<file path="src/rtl/skew_fifo_reader_pkg.sv">
// Shared definitions for the skewed FIFO read controller: FSM encoding and
// the per-row slice helper for packed multi-row buses.
package skew_fifo_reader_pkg;

   typedef enum logic [1:0] {
      IDLE  = 2'd0,
      RUN   = 2'd1,
      FLUSH = 2'd2,
      DONE  = 2'd3
   } state_e;

   // Base bit index of row 'row' inside a packed ROWS*WIDTH bus.
   function automatic int rowBase(input int row, input int width);
      return row * width;
   endfunction

endpackage

</file>
<file path="src/rtl/skew_fifo_reader_row_gate.sv">
// One row of the skewed reader: decides whether this row is due at the current
// step, gates its FIFO read on the shared stall, and registers the valid tag.
module skew_row_gate
   import skew_fifo_reader_pkg::*;
#(
   parameter int ROW    = 0,
   parameter int LEN    = 4,
   parameter int WIDTH  = 8,
   parameter int STEP_W = 3
) (
   input  logic              clk,
   input  logic              rst,
   input  state_e            state_i,
   input  logic [STEP_W-1:0] step_i,
   input  logic              stall_i,
   input  logic              fifo_empty_i,
   input  logic [WIDTH-1:0]  fifo_data_i,
   output logic              empty_hit_o,
   output logic              r_en_o,
   output logic              valid_o,
   output logic [WIDTH-1:0]  data_o
);

   localparam logic [STEP_W:0] ROW_HI = (STEP_W+1)'(ROW + LEN);

   logic [STEP_W:0] stepExt;
   logic            aboveLo;
   logic            active;
   logic            running;
   logic            valid_q;

   assign stepExt = {1'b0, step_i};

   // Row 0 starts at step 0, so its lower bound is always met.
   generate
      if (ROW == 0) begin : g_lo_always
         assign aboveLo = 1'b1;
      end else begin : g_lo_cmp
         localparam logic [STEP_W:0] ROW_LO = (STEP_W+1)'(ROW);
         assign aboveLo = (stepExt >= ROW_LO);
      end
   endgenerate

   assign active      = aboveLo && (stepExt < ROW_HI);
   assign running     = (state_i == RUN);
   assign empty_hit_o = running && active && fifo_empty_i;
   assign r_en_o      = running && active && !stall_i;

   always_ff @(posedge clk or negedge rst) begin
      if (!rst) begin
         valid_q <= 1'b0;
      end else begin
         valid_q <= r_en_o;
      end
   end

   assign valid_o = valid_q;
   assign data_o  = valid_q ? fifo_data_i : '0;

endmodule

</file>
<file path="src/rtl/skew_fifo_reader.sv">
// Drains LEN elements from each of ROWS input FIFOs with a one-cycle-per-row
// diagonal skew, stalling every row together when any due row is empty.
module skew_fifo_reader
   import skew_fifo_reader_pkg::*;
#(
   parameter int ROWS  = 4,
   parameter int WIDTH = 8,
   parameter int LEN   = 4
) (
   input  logic                    clk,
   input  logic                    rst,
   input  logic                    start_i,
   input  logic [ROWS-1:0]         fifo_empty_i,
   input  logic [ROWS*WIDTH-1:0]   fifo_data_i,
   output logic [ROWS-1:0]         fifo_r_en_o,
   output logic [ROWS*WIDTH-1:0]   array_data_o,
   output logic [ROWS-1:0]         array_valid_o,
   output logic                    busy_o,
   output logic                    done_o
);

   localparam int STEP_W = $clog2(LEN + ROWS);
   localparam logic [STEP_W-1:0] LAST = STEP_W'(LEN + ROWS - 2);

   state_e            state_q;
   logic [STEP_W-1:0] step_q;
   logic              busy_q;
   logic              done_q;
   logic [ROWS-1:0]   emptyHit;
   logic              stall;

   assign stall = |emptyHit;

   generate
      for (genvar r = 0; r < ROWS; r++) begin : g_row
         skew_row_gate #(
            .ROW    (r),
            .LEN    (LEN),
            .WIDTH  (WIDTH),
            .STEP_W (STEP_W)
         ) u_gate (
            .clk          (clk),
            .rst          (rst),
            .state_i      (state_q),
            .step_i       (step_q),
            .stall_i      (stall),
            .fifo_empty_i (fifo_empty_i[r]),
            .fifo_data_i  (fifo_data_i[rowBase(r, WIDTH) +: WIDTH]),
            .empty_hit_o  (emptyHit[r]),
            .r_en_o       (fifo_r_en_o[r]),
            .valid_o      (array_valid_o[r]),
            .data_o       (array_data_o[rowBase(r, WIDTH) +: WIDTH])
         );
      end
   endgenerate

   // A stalled step holds so every row slips by the same amount and the skew survives.
   always_ff @(posedge clk or negedge rst) begin
      if (!rst) begin
         state_q <= IDLE;
         step_q  <= '0;
         busy_q  <= 1'b0;
         done_q  <= 1'b0;
      end else begin
         done_q <= 1'b0;
         case (state_q)
            IDLE: begin
               if (start_i) begin
                  state_q <= RUN;
                  step_q  <= '0;
                  busy_q  <= 1'b1;
               end
            end
            RUN: begin
               if (!stall) begin
                  if (step_q == LAST) begin
                     state_q <= FLUSH;
                  end else begin
                     step_q <= step_q + STEP_W'(1);
                  end
               end
            end
            FLUSH: begin
               state_q <= DONE;
               done_q  <= 1'b1;
            end
            DONE: begin
               state_q <= IDLE;
               busy_q  <= 1'b0;
            end
            default: begin
               state_q <= IDLE;
            end
         endcase
      end
   end

   assign busy_o = busy_q;
   assign done_o = done_q;

endmodule
</file>
<file path="config.mk">
export PLATFORM = sky130hd
export DESIGN_NAME = skew_fifo_reader
export DESIGN_NICKNAME = d
export VERILOG_FILES = /design/src/rtl/skew_fifo_reader_pkg.sv /design/src/rtl/skew_fifo_reader_row_gate.sv /design/src/rtl/skew_fifo_reader.sv
export SDC_FILE = /design/constraint.sdc
export NUM_CORES = 1
export LEC_CHECK = 0
export CAP_MARGIN = 25
export CORE_MARGIN = 1
export CORE_UTILIZATION = 30
export DETAILED_ROUTE_END_ITERATION = 8
export HOLD_SLACK_MARGIN = 0.12
export PLACE_DENSITY = 0.77
export SKIP_CTS_REPAIR_TIMING = 1
export SYNTH_ARGS = -nofsm -noshare
export SYNTH_HDL_FRONTEND = slang
export SYNTH_SLANG_ARGS = --single-unit
</file>
<file path="constraint.sdc">
create_clock -name clk -period 2.9 [get_ports clk]
set_input_delay 0.58 -clock clk [delete_from_list [all_inputs] [get_ports clk]]
set_output_delay 0.58 -clock clk [all_outputs]
set_load 0.03 [all_outputs]
</file>
## After elaboration in Yosys (flattened, before gate mapping)

Index checks and enable logic that the tools add are counted.

- Flip-flop bits (word level): 11
- Input bits: 39
- Output and inout port bits: 42

- Add/sub/neg operators: 1
- $lt $le $gt $ge: 7
- Equality and inequality tests: 8
- Muxes and demuxes: 15
- Reductions and logical operators: 23

Operator list:

| kind | count |
|---|---|
| 2-to-1 mux 8 bit | 4 |
| logical AND 1 bit | 15 |
| less-than comparator 3 bit, second input constant | 4 |
| 2-to-1 mux 3 bit | 3 |
| != test 2 bit, second input constant | 4 |
| one-hot mux 2 bit (4 select lines) | 1 |
| greater-or-equal comparator 3 x 2 -> 1 bit, second input constant | 2 |
| 2-to-1 mux 2 bit | 3 |
| one-hot mux 3 bit (2 select lines) | 1 |
| equality test 2 bit, second input constant | 2 |
| AND reduction 4 bit | 1 |
| nonzero test 2 bit | 2 |
| OR reduction 4 bit | 1 |
| adder 3 x 1 -> 3 bit, second input constant | 1 |
| equality test 3 bit, second input constant | 1 |
| greater-or-equal comparator 3 x 1 -> 1 bit, second input constant | 1 |
| AND reduction 3 bit | 1 |
| equality test 2 x 1 -> 1 bit, second input constant | 1 |
| zero test 2 bit | 1 |
| 2-to-1 mux 1 bit | 2 |
| one-hot mux 1 bit (2 select lines) | 1 |
| AND reduction 2 bit | 1 |
| zero test 1 bit | 1 |

## Logic depth before layout (Yosys ltp)

- Depth in word-level cells: 7
- Mapped depth: 7
- Mapped depth without buffers: 7

## Hierarchy

A second synthesis with hierarchy kept.

- Cell total of the unflattened synthesis: 95
- Area total of the unflattened synthesis: 907.1 um2

Modules (own cells, without submodules):

| module | times used | cells each | area each (um2) | sequential area each (um2) |
|---|---|---|---|---|
| skew_fifo_reader | 1 | 43 | 455.4 | 175.2 |
| skew_row_gate (g_row[3].u_gate) | 1 | 15 | 122.6 | 25.0 |
| skew_row_gate (g_row[1].u_gate) | 1 | 14 | 121.4 | 25.0 |
| skew_row_gate (g_row[2].u_gate) | 1 | 12 | 105.1 | 25.0 |
| skew_row_gate (g_row[0].u_gate) | 1 | 11 | 102.6 | 25.0 |

## Least setup slack after synthesis

OpenSTA, ideal clock, no wires.

- Kind: register to output
- Start: register step_q[0]
- End: output port fifo_r_en_o[0]
- Arrival: 1,967 ps
- Slack: 353 ps
- Cell stages (with the launch flop): 8
- Cell sequence: dfrtp_1 > ha_1 > ha_1 > a211oi_1 > a21oi_1 > a222oi_1 > and3_2 > buf_4

- Longest elaborated chain between the ends: 7
- Elaborated cells between the ends (all ways): 21

RTL lines:

| element | RTL line | text |
|---|---|---|
| start, declared | skew_fifo_reader.sv:26 | `logic [STEP_W-1:0] step_q;` |
| start signal, assigned | skew_fifo_reader.sv:79 | `step_q <= step_q + STEP_W'(1);` |
| greater-or-equal comparator 3 x 1 -> 1 bit, or another cell as far along | skew_fifo_reader_row_gate.sv:40 | `assign aboveLo = (stepExt >= ROW_LO);` |
| logical AND 1 bit | skew_fifo_reader_row_gate.sv:44 | `assign active = aboveLo && (stepExt < ROW_HI);` |
| logical AND 1 bit (2 in a row) | skew_fifo_reader_row_gate.sv:46 | `assign empty_hit_o = running && active && fifo_empty_i;` |
| OR reduction 4 bit | skew_fifo_reader.sv:32 | `assign stall = \|emptyHit;` |
| zero test 1 bit | skew_fifo_reader_row_gate.sv:47 | `assign r_en_o = running && active && !stall_i;` |
| logical AND 1 bit * | skew_fifo_reader_row_gate.sv:47 |  |
| end, declared | skew_fifo_reader.sv:15 | `output logic [ROWS-1:0] fifo_r_en_o,` |

Mark *: on every way between the ends. The rest lies on a longest branch, timed or not.

## Worst setup path in the final report

- Start: register step_q[2]
- End: output port fifo_r_en_o[2]

- Longest elaborated chain between the ends: 7
- Elaborated cells between the ends (all ways): 21

RTL lines:

| element | RTL line |
|---|---|
| greater-or-equal comparator 3 x 1 -> 1 bit, or another cell as far along | skew_fifo_reader_row_gate.sv:40 |
| logical AND 1 bit | skew_fifo_reader_row_gate.sv:44 |
| logical AND 1 bit, on equally long branches | skew_fifo_reader_row_gate.sv:46, skew_fifo_reader_row_gate.sv:47 |
| logical AND 1 bit | skew_fifo_reader_row_gate.sv:46 |
| OR reduction 4 bit | skew_fifo_reader.sv:32 |
| zero test 1 bit | skew_fifo_reader_row_gate.sv:47 |
| logical AND 1 bit * | skew_fifo_reader_row_gate.sv:47 |

Marks and branches as above.

==> flow_metrics.py <==
metrics = {
    "drt": {
        "drt-initial-drc-count": 25,
        "wirelength_um": 2990,
        "via_per_inst": 4.58,
        "wl_per_cell_um": 14.2,
        "first_pass_iters": 6,
        "antenna_left": 0,
        "vias": 961,
        "drc": 10,
    },
    "yosys": {
        "netlist_area_sq_um": 922,
        "synth_cells": 99,
        "yosysSeqAreaShare": 0.299,
        "synth_top_area_cell": "dfrtp_1",
        "ys_warn_count": 0,
        "yosysMostFrequentCell": "and2_1",
        "synthTopCellsByArea": "dfrtp_1 (30%), and2_1 (22%), ha_1 (15%)",
        "synth-seq-cells": 11,
        "synthTopCellsByCount": "and2_1 (33), dfrtp_1 (11), ha_1 (11)",
        "ys.flop_type": "dfrtp_1",
        "yosysTopAreaCellShare": 0.299,
        "async_reset_ff_frac": 1.00,
        "synth_area_per_cell_sq_um": 9.31,
        "synth_nets": 149,
        "synth-edff-count": 0,
        "synth.distinct_cells": 26,
    },
    "cells_and_area": {
        "syn2layout_area_growth_pct": 90.6,
        "num_antenna_cells": 0,
        "layout-drive-gt1-share": 0.123,
        "fillerInstances": 238,
        "stdcell_count": 210,
        "final_net_count": 230,
    },
    "worst_setup_path": {
        "crit-reg2reg-launch": "step_q[2]$_DFFE_PN0P_",
        "endpoint_kind": "primary output",
        "crit_start": "step_q[2]$_DFFE_PN0P_",
        "start_kind": "flop",
        "critPathRequiredTime_ns": 2.32,
        "criticalPathCategory": "reg -> out",
        "arrival_ns": 2.19,
        "crit_fanout": 6,
    },
    "sta": {
        "skew_ns": 0.00683,
        "setup_viol": 0,
        "min_period_ns": 2.77,
        "relSlewSlack": 0.654,
        "rsz0062_at_grt": "no",
        "tightest_slew_ns": 0.518,
        "drv_slew": 0,
        "tns_ns": 0,
        "post-route-period-util": 0.955,
        "finalHoldViolCount": 0,
        "fmax_mhz": 361,
    },
    "run": {
        "maxCapViolCount": 0,
    },
    "die": {
        "core_area_sq_mm": 0.00283,
        "die_area_sq_mm": 0.00330,
        "start_util": 0.326,
        "dieWidth_um": 57.4,
        "die_y_um": 57.4,
        "rows": 19,
        "ios": 81,
    },
    "outcome": {
        "status": "complete, but fails checks",
        "violations": "DRC",
    },
    "clock_tree": {
        "cts-buffers-inserted": 3,
        "clock-sinks": 11,
        "clk_pin_slew_ns": 0.08,
        "clockBufferDepth": 2,
        "cts_tree": "yes",
        "cts_root_buf": "clkbuf_4",
        "worstSkewPairLatency_ns": 0.28,
        "h-tree-depth": 1,
    },
    "placement": {
        "gp_congestion": 0.817,
        "port-buffer-count": 80,
        "post-place-cells": 203,
    },
    "grt": {
        "grt_pass1_vias": 886,
        "grt_antenna_before_repair": 0,
        "grt_max_degree": 12,
        "grt_use_total": 0.180,
        "grt_pass1_wl_um": 4480,
        "grt_overflow": 0,
    },
    "power_and_ir_drop": {
        "power.density_mw_per_mm2": 670,
        "ir_drop_uv": 418,
        "p_leak_nw": 0.777,
    },
    "min_path": {
        "min_from": "busy_o$_DFFE_PN0P_",
        "hp-class": "reg -> reg",
    },
}
[critical path: stages (launching register included)]
cell and delay [ns]:
dfrtp_1 0.45, inv_2 0.11, ha_1 0.31, a22o_1 0.18, a222oi_1 0.32, buf_4 0.19
and3_2 0.19, buf_4 0.16
[per-layer routing]
layer | share of wire | track usage | wire, um | vias up
met2 | 0.48 | 0.319 | 1430 | 46
met1 | 0.41 | 0.210 | 1220 | 436
li1 | - | - | - | 474
met4 | 0.015 | 0.0627 | 44 | 0
met3 | 0.098 | 0.0431 | 293 | 5
met5 | 0 | 0 | 0 | -
[where the power goes]
group	total [W]	switching [W]	internal, W
combinational	0.000801	0.000417	0.000384
clock	0.000113	0.0000591	0.0000535
sequential	0.000264	0.0000561	0.000208
[flip-flops by register name, summed over array words and instances, names as in the netlist]
| signal | cells |
|---|---|
| g_row.u_gate.valid_o | 4 |
| state_q | 2 |
| busy_o | 1 |
| step_q | 3 |
| done_o | 1 |
[stage by stage]
| step | instance area (sq um) | total power (W) | utilization | worst slack, ns | hold WS [ns] |
|---|---|---|---|---|---|
| floorplan | 922 | 0.000766 | - | 0.353 | 0.284 |
| global placement | 1700 | 0.00102 | 0.602 | 0.239 | 0.539 |
| detailed placement | 1700 | 0.00104 | 0.602 | 0.234 | 0.552 |
| CTS | 1730 | 0.00115 | 0.611 | 0.0573 | 0.564 |
| global route | 1760 | 0.00126 | 0.621 | 0.0307 | 0.596 |
| finish | 1760 | 0.00118 | 0.621 | 0.130 | 0.554 |
[cell families after synthesis]
group                    share of synthesized area
AND/OR/NAND/NOR                              0.324
flip-flops                                   0.299
buffers and inverters                       0.0977
adder cells (fa/ha/maj)                      0.149
multiplexers                                0.0611
AO/OA/AOI/OAI                               0.0692
[cell usage in the layout (no fill, tap or decap), drive strengths merged]
master	n
a211oi	1
a21oi	1
a221oi	1
a222oi	1
a22o	1
a32oi	1
and2	34
and3	3
buf	9
clkbuf	4
clkdlybuf4s50	76
dfrtp	11
ha	11
inv	7
mux2	2
mux2i	3
nand2	1
nand2b	5
nand3	2
nor2	1
nor2b	1
o21ai	3
[area by class of cell]
cell class              instances  area [sq um]  area share
repair buffers                 85           828       0.471
multi-input cells              72           562       0.320
flip-flops and latches         11           277       0.157
well taps                      31          38.8      0.0221
clock buffers                   4          26.3      0.0149
inverters                       7          26.3      0.0149
[final timing paths]
check / slack [ns] / to / cells after the start
hold / removal: 0.55 / busy_o$_DFFE_PN0P_ / 2
setup reg to reg: 0.70 / step_q[0]$_DFFE_PN0P_ / 8
hold reg to reg: 0.55 / busy_o$_DFFE_PN0P_ / 2
max in group asynchronous: 1.89 / step_q[0]$_DFFE_PN0P_ / 1
min in group asynchronous: 0.63 / g_row[1].u_gate.valid_o$_DFF_PN0_ / 1
setup / recovery: 0.13 / fifo_r_en_o[2] / 7
Note: power is estimated with default switching activity, not from simulation.
==> edit 1, RTL diff (same settings) <==
Re-encode `state_e` (4 states) as one-hot, 4 bits wide.
--- a/src/rtl/skew_fifo_reader_pkg.sv
+++ b/src/rtl/skew_fifo_reader_pkg.sv
@@ -2,11 +2,11 @@
 // the per-row slice helper for packed multi-row buses.
 package skew_fifo_reader_pkg;
 
-   typedef enum logic [1:0] {
-      IDLE  = 2'd0,
-      RUN   = 2'd1,
-      FLUSH = 2'd2,
-      DONE  = 2'd3
+   typedef enum logic [3:0] {
+      IDLE  = 4'b0001,
+      RUN   = 4'b0010,
+      FLUSH = 4'b0100,
+      DONE  = 4'b1000
    } state_e;
 
    // Base bit index of row 'row' inside a packed ROWS*WIDTH bus.
Formal check against the unedited RTL: same outputs for any inputs over 10 cycles, from zero or initial values and one cycle with rst low; not proved beyond that.
==> edit 1 against the original RTL <==
- global-route usage grew 0.49 points
- area after synthesis grew 4.9%
- die area grew 4.7%
- sequential cell count grew 2
- wire length grew 2.7%
- cell count grew 7.6%
- final area grew 2.3%
- register-to-register slack gained 0.18 ns
- non-clock buffer count shrank 2
- worst setup slack gained 0.0060 ns
- via count grew 7.9%
Power is not compared: it rests on default switching activity, and its combinational part moved more than twofold at a synthesized area within 25%.
==> edit 1: results (changes against the original RTL) <==
----------------------------------------------------
[Logic synthesis]
  Synth cell count leaders ... 32 x and2_1, 12 x dfrtp_1, 8 x buf_4, 7 x nor2_1, 6 x nand2_1 (was 33 x and2_1, 11 x dfrtp_1, 11 x ha_1, 8 x buf_4, 6 x inv_1)
  Cell types with the largest area share after synthesis ... dfrtp_1 31%, and2_1 21%, buf_4 6.2% (was dfrtp_1 30%, and2_1 22%, ha_1 15%)
  Portion of the post-synthesis area used by sequential elements ... 33.8% (was 29.9%)
  Mean cell area of the mapped netlist ... 9.04 sq um (was 9.31 sq um)
  Number of unique standard cell types used by synthesis ... 34 (was 26)

[GRT]
  GR Util All Layers ... 18.5% (was 18.0%)
  Global-route wire length before repair ... 4830 um (was 4480 um)
  Maximum number of pins on one net before global-route repair ... 14 (was 12)
  Routing usage on met3 ... 4.18% (was 4.31%)
  Number of global-route vias before repair ... 988 (was 886)
  Routing usage on met1 ... 21.2% (was 21.0%)
  Global routing met2 resource utilization ... 32.5% (was 31.9%)

[Placement]
  Inst Count DP ... 222 (was 203)
  Port Buffers ... 80 (unchanged)
  Detailed Place HPWL ... 2610 um
  Final Wtd Congestion ... 0.800 (was 0.817)

[Route]
  Post-detailed-route via-to-cell ratio ... 4.59 (was 4.58)
  Number of design-rule violations left by the first detailed-router iteration ... 29 (was 25)
  Wire length per cell ... 13.6 um (was 14.2 um)
  Total wire length after detailed routing ... 3070 um (was 2990 um)
  DRT Pass-1 Iters ... 4 (was 6)

[Finish]
  Summed area of non-filler cells in the final layout ... 1800 sq um (was 1760 sq um)
  Net count, final ... 225 (was 230)
  Number of inserted filler cells in the final layout ... 271 (was 238)
  Fraction of layout instances using a drive strength above 1 ... 10.4% (was 12.3%)

[Timing]
  Worst clock skew on the final layout ... 0.00105 ns (was 0.00683 ns)
  Final TNS setup ... 0 ns (unchanged)
  Slew at the pin closest to its max-slew limit ... 0.567 ns (was 0.518 ns)

[Setup path]
  Crit Path Max Fanout ... 7 (was 6)
  Slowest cell delay on critical path ... 0.56 ns (was 0.45 ns)
  Slowest stage cell, crit path ... or4_4 (was dfrtp_1)
  Worst setup slack for register-to-register paths ... 0.88 ns (was 0.70 ns)
  Category of cells accounting for the largest share of critical-path delay ... simple AND/OR/NAND/NOR gates (was compound AO/OA/AOI/OAI gates)

[Clocking]
  Insertion delay to the later sink of the worst-skew pair ... 0.28 ns (about the same)

[Min path]
  Classification of the worst-slack hold path ... flip-flop to flip-flop (unchanged)

[Run status]
  Status ... complete, no violations (was complete, but fails checks)

----------------------------------------------------
[edit 1: power breakdown]
part | leakage [nW] | internal [mW] | switching, mW
registers | 0.171 | 0.215 | 0.0463
logic | 0.544 | 0.192 | 0.188
clock network | 0.0150 | 0.0535 | 0.0645
[edit 1: tightest hold or removal path, cell delays in order (launching register included)]
cell and delay [ns]:
dfrtp_1 0.37, o31ai_1 0.08, o21ai_0 0.07
[edit 1: final cells by class]
| class | instances | area share (%) |
|---|---|---|
| clock buffers | 4 | 1.46 |
| inverters | 2 | 0.417 |
| repair buffers | 83 | 45.2 |
| flip-flops and latches | 13 | 18.2 |
| multi-input cells | 80 | 31.7 |
| well taps | 44 | 3.06 |
[edit 1: final timing paths]
check | start | endpoint | depth (start not counted)
hold / removal | busy_o | busy_o | 2
hold reg to reg | busy_o | busy_o | 2
min in group asynchronous | rst | g_row[1].u_gate.valid_o | 1
setup reg to reg | step_q[1] | step_q[2] | 7
max in group asynchronous | rst | state_q[0] | 1
setup / recovery | step_q[1] | fifo_r_en_o[0] | 7
[edit 1: stage by stage]
stage	setup slack [ns]	hold WS, ns
final	0.136	0.548
after global routing	0.0102	0.594
after CTS	-0.0930	0.555
after detailed placement	0.117	0.536
after global placement	0.154	0.524
after floorplan	0.412	0.284
[edit 1: logic make-up after synthesis]
| kind of cell | share of synthesized area, % |
|---|---|
| muxes | 2.07 |
| adders and majority gates | 3.88 |
| and+or+nand+nor | 36.1 |
| xor gates and xnor gates | 0.906 |
| buffers and inverters | 9.57 |
| DFF | 33.8 |
| AOI/OAI and AO/OA | 13.7 |
[edit 1: per-layer routing]
metal	wire length [um]	vias to the layer above
met5	0	-
met4	77	0
met3	280	9
met2	1550	49
met1	1170	477
li1	-	502
==> edit 2, RTL diff (same flow settings) <==
Without the edit above. Change the parameter `ROWS` from 4 to 8.
--- a/src/rtl/skew_fifo_reader.sv
+++ b/src/rtl/skew_fifo_reader.sv
@@ -3,7 +3,7 @@
 module skew_fifo_reader
    import skew_fifo_reader_pkg::*;
 #(
-   parameter int ROWS  = 4,
+   parameter int ROWS  = 8,
    parameter int WIDTH = 8,
    parameter int LEN   = 4
 ) (
Ports: changed (5 resized); port bits go from 81 to 157. No check against the original RTL was run, so the function may have changed too.
==> edit 2 against the original RTL <==
- via count is 88% higher
- final area is 85% higher
- clock power rose by 47%
- sequential cell count is 5 higher
- area after synthesis grew 69%
- worst setup slack worse by 0.060 ns
- power rose by 36%
- die area is 66% higher
- core utilization is 4.9 points higher
- wire length grew 85%
- global-route usage up 0.24 points
- hold slack got worse by 0.0060 ns
- sequential share of layout area is 3.4 points lower
==> edit 2: results (changes against the original RTL) <==
----------------------------------------------------
[GRT]
  Global-route wire length before repair ... 7770 um (was 4480 um)
  Number of global-route vias before repair ... 1,561 (was 886)
  Global routing met2 resource utilization ... 34.9% (was 31.9%)
  GR Util All Layers ... 18.2% (was 18.0%)
  Routing usage on met3 ... 3.66% (was 4.31%)
  Routing usage on met1 ... 20.7% (was 21.0%)
  Maximum number of pins on one net before global-route repair ... 17 (was 12)

[Logic synthesis]
  Share of synthesized registers carrying an async set or reset ... 100% (unchanged)
  Synth cell count leaders ... 65 x and2_1, 17 x buf_4, 16 x dfrtp_1, 8 x ha_1, 7 x inv_1 (was 33 x and2_1, 11 x dfrtp_1, 11 x ha_1, 8 x buf_4, 6 x inv_1)
  Cell types with the largest area share after synthesis ... and2_1 26%, dfrtp_1 26%, buf_4 8.2% (was dfrtp_1 30%, and2_1 22%, ha_1 15%)
  Number of unique standard cell types used by synthesis ... 44 (was 26)
  Adder and majority cell fraction of the synthesized area ... 6.42% (was 14.9%)
  Post-Synth XOR/XNOR Area ... 0.561% (was 0%)
  Portion of the post-synthesis area used by sequential elements ... 25.7% (was 29.9%)
  Synthesized net count ... 267 (was 149)
  Multiplexer share of the synthesized area ... 3.53% (was 6.11%)
  Area fraction in compound gates after synthesis ... 13.3% (was 6.92%)

[Run status]
  Status ... complete, no violations (was complete, but fails checks)

[Setup path]
  Critical Path AT ... 2.25 ns (was 2.19 ns)
  Slowest cell delay on critical path ... 0.42 ns (was 0.45 ns)
  Category of cells accounting for the largest share of critical-path delay ... compound AO/OA/AOI/OAI gates (unchanged)
  Crit Path Max Fanout ... 4 (was 6)
  Slowest stage cell, crit path ... clkdlybuf4s50_1 (was dfrtp_1)

[Route]
  Total met2 wirelength after detailed routing ... 3010 um (was 1430 um)
  Post-detailed-route via-to-cell ratio ... 4.55 (was 4.58)
  DRT Pass-1 Iters ... 4 (was 6)
  Wire length per cell ... 13.9 um (was 14.2 um)
  Met3 wire length ... 453 um (was 293 um)
  Number of design-rule violations left by the first detailed-router iteration ... 37 (was 25)
  Metal1 wirelength ... 2010 um (was 1220 um)

[Timing]
  Worst clock skew on the final layout ... 0.00204 ns (was 0.00683 ns)
  Relative slew margins ... 50.0% (was 65.4%)

[Power]
  Largest voltage drop on the vdd net ... 0.482 mV (was 0.418 mV)
  Leakage ... 1.35 nW (was 0.777 nW)

[Finish]
  Net count, final ... 416 (was 230)
  Max reg flops ... 8 (was 4)
  Number of inserted filler cells in the final layout ... 391 (was 238)
  Fraction of layout instances using a drive strength above 1 ... 13.0% (was 12.3%)
  Antenna fix cells ... 0 (unchanged)

[Clocking]
  Clock transition at the register clock pins on the worst setup and hold paths after CTS ... 0.06 ns (was 0.08 ns)
  Clock root buffer master ... clkbuf_8 (was clkbuf_4)
  Insertion delay to the later sink of the worst-skew pair ... 0.25 ns (was 0.28 ns)

[Min path]
  Classification of the worst-slack hold path ... flip-flop to flip-flop (unchanged)

[Placement]
  Port Buffers ... 156 (was 80)
  Post-placement worst setup slack ... 0.0539 ns (was 0.234 ns)
  Final Wtd Congestion ... 0.909 (was 0.817)

----------------------------------------------------
edit 2: cell types whose count changed in the layout (fill, tap and decap cells not counted), sizes merged, moves of 5 or more:
cell,delta
and2,+31
buf,+8
nor2,+5
dfrtp,+5
clkdlybuf4s50,+71
a21oi,+5
edit 2: tightest hold or removal path, stage by stage (launching register included):
cell	delay (ns)
dfrtp_1	0.38
inv_1	0.07
o21ai_0	0.07
edit 2: path summary, 6_finish.rpt:
kind / from / endpoint / slack [ns] / cells after the start
max in group asynchronous: rst / step_q[0] / 1.61 / 1
min: busy_o / busy_o / 0.55 / 2
min in group asynchronous: rst / state_q[1] / 0.78 / 1
max reg2reg: step_q[2] / step_q[0] / 0.64 / 6
min reg2reg: busy_o / busy_o / 0.55 / 2
max: fifo_empty_i[1] / fifo_r_en_o[2] / 0.07 / 6
edit 2: power by group:
| group | switching [mW] | leakage (nW) | internal, mW |
|---|---|---|---|
| sequential | 0.0738 | 0.213 | 0.280 |
| combinational | 0.538 | 1.11 | 0.542 |
| clock | 0.0742 | 0.0216 | 0.0920 |
edit 2: layout make-up:
| class | count | area (sq um) | share of cell area (%) |
|---|---|---|---|
| inverters | 7 | 26.3 | 0.808 |
| clock buffers | 3 | 41.3 | 1.27 |
| multi-input cells | 140 | 1060 | 32.6 |
| repair buffers | 165 | 1640 | 50.3 |
| flip-flops and latches | 16 | 402 | 12.4 |
| well taps | 67 | 83.8 | 2.58 |
edit 2: metrics by stage:
| stage | hold slack [ns] | instance area, sq um | instances |
|---|---|---|---|
| finish | 0.548 | 3250 | 398 |
| global route | 0.564 | 3250 | 398 |
| CTS | 0.552 | 3140 | 394 |
| detailed placement | 0.542 | 3090 | 391 |
| global placement | 0.532 | 3090 | 391 |
| floorplan | 0.284 | 1560 | 184 |
